$ cat src/rtl/lab3_pkg.sv
// Shared types and line levels for the lab3 serial transmitter.
package lab3_pkg;

    typedef enum logic [2:0] {
        IDLE,
        START,
        DATA,
        PARITY,
        STOP
    } tx_state_t;

    localparam logic LINE_IDLE = 1'b1;
    localparam logic START_BIT = 1'b0;
    localparam logic STOP_BIT  = 1'b1;

endpackage

$ cat src/rtl/lab3_serial_tx_if.sv
// Load handshake and serial line bundle between a word source and lab3_serial_tx.
interface lab3_serial_tx_if #(
    parameter int WIDTH = 8
);
    logic [WIDTH-1:0] data_in;
    logic             load;
    logic             ready;
    logic             d_out;
    logic             d_out_b;
    logic             busy;
    logic             done;

    modport master (
        output data_in, load,
        input  ready, d_out, d_out_b, busy, done
    );

    modport slave (
        input  data_in, load,
        output ready, d_out, d_out_b, busy, done
    );
endinterface

$ cat src/rtl/lab3_piso_shift.sv
// Parallel-in serial-out register: parallel load, left shift with zero fill.
module lab3_piso_shift #(
    parameter int WIDTH = 8
) (
    input  logic             clock,
    input  logic             rst_n,
    input  logic             load_en,
    input  logic             shift_en,
    input  logic [WIDTH-1:0] par_in,
    output logic [WIDTH-1:0] q
);

    // NOTE: sequential state uses non-blocking assignments so every flop
    // samples pre-edge values regardless of block evaluation order.
    always_ff @(posedge clock or negedge rst_n) begin
        if (!rst_n) begin
            q <= '0;
        end else if (load_en) begin
            q <= par_in;
        end else if (shift_en) begin
            q <= {q[WIDTH-2:0], 1'b0};
        end
    end

endmodule

$ cat src/rtl/lab3_serial_tx.sv
// Framed serial transmitter: start, data MSB-first, optional even parity, stop.
// The line is registered and only moves on the rising edge.
module lab3_serial_tx
    import lab3_pkg::*;
#(
    parameter int WIDTH     = 8,
    parameter bit PARITY_EN = 1'b0
) (
    input  logic             clock,
    input  logic             rst_n,
    lab3_serial_tx_if.slave  bus
);

    localparam int CNT_W = $clog2(WIDTH);

    tx_state_t        state;
    logic [CNT_W-1:0] bit_cnt;
    logic             parity_acc;
    logic [WIDTH-1:0] shift_q;
    logic             accept;
    logic             line_next;

    assign bus.ready = (state == IDLE) || (state == STOP);
    assign bus.done  = (state == STOP);
    assign bus.busy  = (state != IDLE);
    assign accept    = bus.load && bus.ready;

    lab3_piso_shift #(
        .WIDTH (WIDTH)
    ) u_shift (
        .clock    (clock),
        .rst_n    (rst_n),
        .load_en  (accept),
        .shift_en (state == DATA),
        .par_in   (bus.data_in),
        .q        (shift_q)
    );

    // Level the line takes after the coming edge. In DATA the register shifts
    // on that edge, so the next bit out is the one just below the MSB.
    // NOTE: line_next gets a default before the case so no path infers a latch.
    always_comb begin
        line_next = LINE_IDLE;
        case (state)
            IDLE:   line_next = accept ? START_BIT : LINE_IDLE;
            START:  line_next = shift_q[WIDTH-1];
            DATA: begin
                if (bit_cnt == '0) begin
                    line_next = PARITY_EN ? (parity_acc ^ shift_q[WIDTH-1]) : STOP_BIT;
                end else begin
                    line_next = shift_q[WIDTH-2];
                end
            end
            PARITY: line_next = STOP_BIT;
            STOP:   line_next = accept ? START_BIT : LINE_IDLE;
            default: line_next = LINE_IDLE;
        endcase
    end

    always_ff @(posedge clock or negedge rst_n) begin
        if (!rst_n) begin
            state      <= IDLE;
            bit_cnt    <= '0;
            parity_acc <= 1'b0;
            bus.d_out   <= LINE_IDLE;
            bus.d_out_b <= ~LINE_IDLE;
        end else begin
            bus.d_out   <= line_next;
            bus.d_out_b <= ~line_next;
            case (state)
                IDLE: begin
                    if (accept) begin
                        state      <= START;
                        parity_acc <= 1'b0;
                    end
                end
                START: begin
                    state   <= DATA;
                    bit_cnt <= CNT_W'(WIDTH - 1);
                end
                DATA: begin
                    parity_acc <= parity_acc ^ shift_q[WIDTH-1];
                    if (bit_cnt == '0) begin
                        state <= PARITY_EN ? PARITY : STOP;
                    end else begin
                        bit_cnt <= bit_cnt - 1'b1;
                    end
                end
                PARITY: state <= STOP;
                STOP: begin
                    // A load here chains the next frame with no idle gap.
                    if (accept) begin
                        state      <= START;
                        parity_acc <= 1'b0;
                    end else begin
                        state <= IDLE;
                    end
                end
                default: state <= IDLE;
            endcase
        end
    end

endmodule

$ cat src/flat_wrapper.sv
// flat-port wrapper written by rule: the top's interface ports become plain ports
module lab3_serial_tx_flat import lab3_pkg::*;
#(
    parameter int WIDTH     = 8,
    parameter bit PARITY_EN = 1'b0
)
  (clock, rst_n, bus_data_in, bus_load, bus_ready, bus_d_out, bus_d_out_b, bus_busy, bus_done);
  lab3_serial_tx_if #(.WIDTH(WIDTH)) bus_i ();
  input  logic clock;
  input  logic rst_n;
  input wire logic [$bits(bus_i.data_in)-1:0] bus_data_in;
  input wire logic [$bits(bus_i.load)-1:0] bus_load;
  output wire logic [$bits(bus_i.ready)-1:0] bus_ready;
  output wire logic [$bits(bus_i.d_out)-1:0] bus_d_out;
  output wire logic [$bits(bus_i.d_out_b)-1:0] bus_d_out_b;
  output wire logic [$bits(bus_i.busy)-1:0] bus_busy;
  output wire logic [$bits(bus_i.done)-1:0] bus_done;
  assign bus_i.data_in = bus_data_in;
  assign bus_i.load = bus_load;
  assign bus_ready = bus_i.ready;
  assign bus_d_out = bus_i.d_out;
  assign bus_d_out_b = bus_i.d_out_b;
  assign bus_busy = bus_i.busy;
  assign bus_done = bus_i.done;
  lab3_serial_tx #(.WIDTH(WIDTH), .PARITY_EN(PARITY_EN)) u_core (.clock(clock), .rst_n(rst_n), .bus(bus_i));
endmodule
$ cat config.mk
export PLATFORM = sky130hd
export DESIGN_NAME = lab3_serial_tx_flat
export DESIGN_NICKNAME = d
export VERILOG_FILES = /design/src/rtl/lab3_pkg.sv /design/src/rtl/lab3_serial_tx_if.sv /design/src/rtl/lab3_piso_shift.sv /design/src/rtl/lab3_serial_tx.sv /design/src/flat_wrapper.sv
export SDC_FILE = /design/constraint.sdc
export NUM_CORES = 1
export LEC_CHECK = 0
export ABC_AREA = 1
export ABC_CLOCK_PERIOD_IN_PS = 3200
export BUFFER_PORTS_ARGS = -buffer_cell sky130_fd_sc_hd__buf_4
export CAP_MARGIN = 0
export CORE_ASPECT_RATIO = 1.2
export CORE_MARGIN = 5
export CORE_UTILIZATION = 25
export DETAILED_ROUTE_END_ITERATION = 8
export PLACE_DENSITY = 0.43
export SYNTH_ARGS = -nofsm -noshare
export SYNTH_HDL_FRONTEND = slang
export SYNTH_SLANG_ARGS = --single-unit
$ cat constraint.sdc
create_clock -name clock -period 3.2 [get_ports clock]
set_input_delay 0.16 -clock clock [delete_from_list [all_inputs] [get_ports clock]]
set_output_delay 0.16 -clock clock [all_outputs]
set_load 0.1 [all_outputs]
==> results.py <==
metrics = {
    "detailed_routing": {
        "drc": 0,
        "first_pass_iters": 4,
        "drtIter0Drc": 39,
        "final_antenna_net_count": 0,
        "vias": 709,
        "finalWirelength_um": 1800,
        "post_drt_wl_per_cell_um": 11.3,
        "via_per_inst": 4.46,
    },
    "worst_hold_path": {
        "hp-class": "in -> reg",
        "min_to": "u_core.u_shift.q[0]$_DFFE_PN0P_",
        "hold_start": "bus_data_in[0]",
        "worst_hold_path.num_cells": 3,
    },
    "placement": {
        "port_buffers": 15,
        "post-dp-hpwl_um": 1390,
        "dp_slack_ns": 1.94,
        "place.gp.congestion": 0.697,
    },
    "timing": {
        "skew_ns": 0.00149,
        "tightestPinTransition_ns": 0.311,
        "finalHoldViolCount": 0,
        "finalSetupViolations": 0,
        "tns_ns": 0,
        "rsz0062_at_grt": "no",
        "slew_violations": 0,
        "finalCritPeriodShare_pct": 47.9,
        "max_freq_mhz": 652,
        "fin_crit_ns": 1.53,
        "slew-limit-headroom_pct": 79.3,
        "setup_slack_ns": 1.67,
    },
    "clock_tree": {
        "clkTransAtPathRegs_ns": 0.06,
        "cts_tree": "built",
        "cts_setup_buffers": 0,
        "root_buffer": "clkbuf_8",
        "htreeDepth": 1,
        "clockBufferDepth": 2,
        "clk-insertion-delay-late_ns": 0.25,
        "numCtsBuffers": 3,
        "cts_sinks": 16,
    },
    "worst_setup_path": {
        "crit_required_ns": 3.04,
        "r2r-end": "u_core.u_shift.q[1]$_DFFE_PN0P_",
        "startpoint_type": "flop",
        "worstPathMaxFanout": 6,
        "crit_path_end_kind": "output pin",
        "rr_worst_depth": 6,
        "rr_startpoint": "u_core.state[1]$_DFFE_PN0P_",
        "arrival_ns": 1.37,
        "regToRegSetupSlack_ns": 1.96,
        "critical_path_class": "reg -> out",
    },
    "power": {
        "comb_power_share_pct": 56.4,
        "power.share.clock_pct": 13.9,
        "p_switching_mw": 0.667,
        "leakage_nw": 0.547,
        "sw_frac_of_total_pct": 52.1,
        "p_per_area_mw_per_mm2": 1210,
        "vdd_drop_max_mv": 0.473,
        "p_seq_share_pct": 29.8,
        "p_int_mw": 0.614,
    },
    "logic_synthesis": {
        "syn-num-nets": 115,
        "seq_area_frac_synth_pct": 48.0,
        "syn_inst": 102,
        "yosys.area.top_type_share_pct": 44.8,
        "synth.avg_cell_area_um2": 8.21,
        "ys_types": 18,
        "yosysTopAreaCell": "dfrtp_1",
        "ys_ff_latch": 16,
        "ys_warn_count": 0,
        "synthTopCellsByArea": "dfrtp_1, nand2_1, nand3_1",
        "syn_area_um2": 837,
    },
    "final_layout": {
        "diodes": 0,
        "num-nets-final": 136,
        "utilization_pct": 32.3,
        "drive_above_1_share_pct": 28.7,
        "area_growth_pct": 26.8,
    },
    "global_routing": {
        "grt_max_degree": 17,
        "grt_pass1_wl_um": 3310,
        "grt.total_usage_pct": 9.09,
        "grt_pass1_vias": 736,
        "antenna_found_initial": 0,
        "gr-total-overflow": 0,
    },
    "floorplanning": {
        "core_area_mm2": 0.00328,
        "die_h_um": 73.4,
        "chipWidth_um": 62.8,
        "num_rows": 23,
        "start_util_pct": 25.5,
        "pin_count": 16,
        "dieArea_mm2": 0.00461,
    },
    "status": {
        "status": "finished, final reports clean",
    },
    "run": {
        "cap_violations": 0,
    },
}
==> metrics by stage <==
step	hold slack [ns]	instances	power, mW	area (um2)
3_5_place_dp	0.0375	154	1.12	996
6_report	0.118	159	1.28	1060
3_3_place_gp	0.0387	154	1.11	996
4_1_cts	0.117	159	1.31	1060
5_1_grt	0.122	159	1.39	1060
2_1_floorplan	-0.136	102	0.961	837
==> repair_timing <==
item                      CTS  global route
gates resized for setup     0             0
hold buffers                1             0
hold endpoints to repair   15             0
==> routing by layer <==
| metal | global-route usage, % | routed length, um | vias to the layer above |
|---|---|---|---|
| li1 | - | - | 367 |
| met1 | 10.8 | 798 | 324 |
| met2 | 15.1 | 876 | 13 |
| met3 | 2.29 | 82 | 5 |
| met4 | 4.95 | 38 | 0 |
| met5 | 0 | 0 | - |
==> critical path: stages (launching register included) <==
cell	delay, ns
dfrtp_1	0.48
nor2_4	0.27
nand2_1	0.12
buf_4	0.25
==> power by group through the flow <==
stage | combinational, mW | clock (mW) | sequential [mW]
final | 0.722 | 0.178 | 0.381
after global placement | 0.732 | 0 | 0.381
after CTS | 0.738 | 0.186 | 0.382
after global routing | 0.804 | 0.194 | 0.394
after floorplan | 0.494 | 0 | 0.467
after detailed placement | 0.734 | 0 | 0.385
==> cell type report <==
type                    count  area [um2]
multi-input cells          76         395
fillers                   372        2220
inverters                  10        40.0
well taps                  37        46.3
clock buffers               4        55.1
repair buffers             16         123
flip-flops and latches     16         402
==> worst max path at each step <==
| stage | slack, ns | to | start |
|---|---|---|---|
| floorplan | 0.83 | u_core.state[2]$_DFFE_PN0P_ | u_core.state[1]$_DFFE_PN0P_ |
| global placement | 1.95 | bus_busy | u_core.state[1]$_DFFE_PN0P_ |
| detailed placement | 1.94 | bus_busy | u_core.state[1]$_DFFE_PN0P_ |
| CTS | 1.64 | bus_busy | u_core.state[1]$_DFFE_PN0P_ |
| global route | 1.58 | bus_done | u_core.state[0]$_DFFE_PN0P_ |
| finish | 1.67 | bus_busy | u_core.state[1]$_DFFE_PN0P_ |
==> flip-flops by register name, indices dropped and copies added (netlist names) <==
signal              count
u_core.bus.d_out_b      1
u_core.bit_cnt          3
u_core.u_shift.q        8
u_core.bus.d_out        1
u_core.state            3
==> cells in the final DEF (no fill, tap or decap), types with 3 or more instances in the layout <==
cell type	count
inv_2	3
nand2_2	4
nor2_1	3
nand2_1	38
inv_1	6
dfrtp_1	15
nand3_1	17
buf_4	15
clkbuf_8	4
==> Yosys cell counts (all sizes together) <==
master  count
nand3      19
dfstp       1
ha          2
o21ai       1
xnor2       1
dfrtp      15
nand3b      1
nand2      43
inv        10
nor2        7
a21oi       2
==> logic make-up after synthesis <==
logic type / after synthesis / synth area share, %
simple gates: 70 / 41.4
flops: 16 / 48.0
buf+inv: 10 / 4.78
compound gates: 3 / 1.79
fa+ha+maj: 2 / 2.99
xor+xnor: 1 / 1.05
No activity file was read; power rests on OpenSTA's default activity.
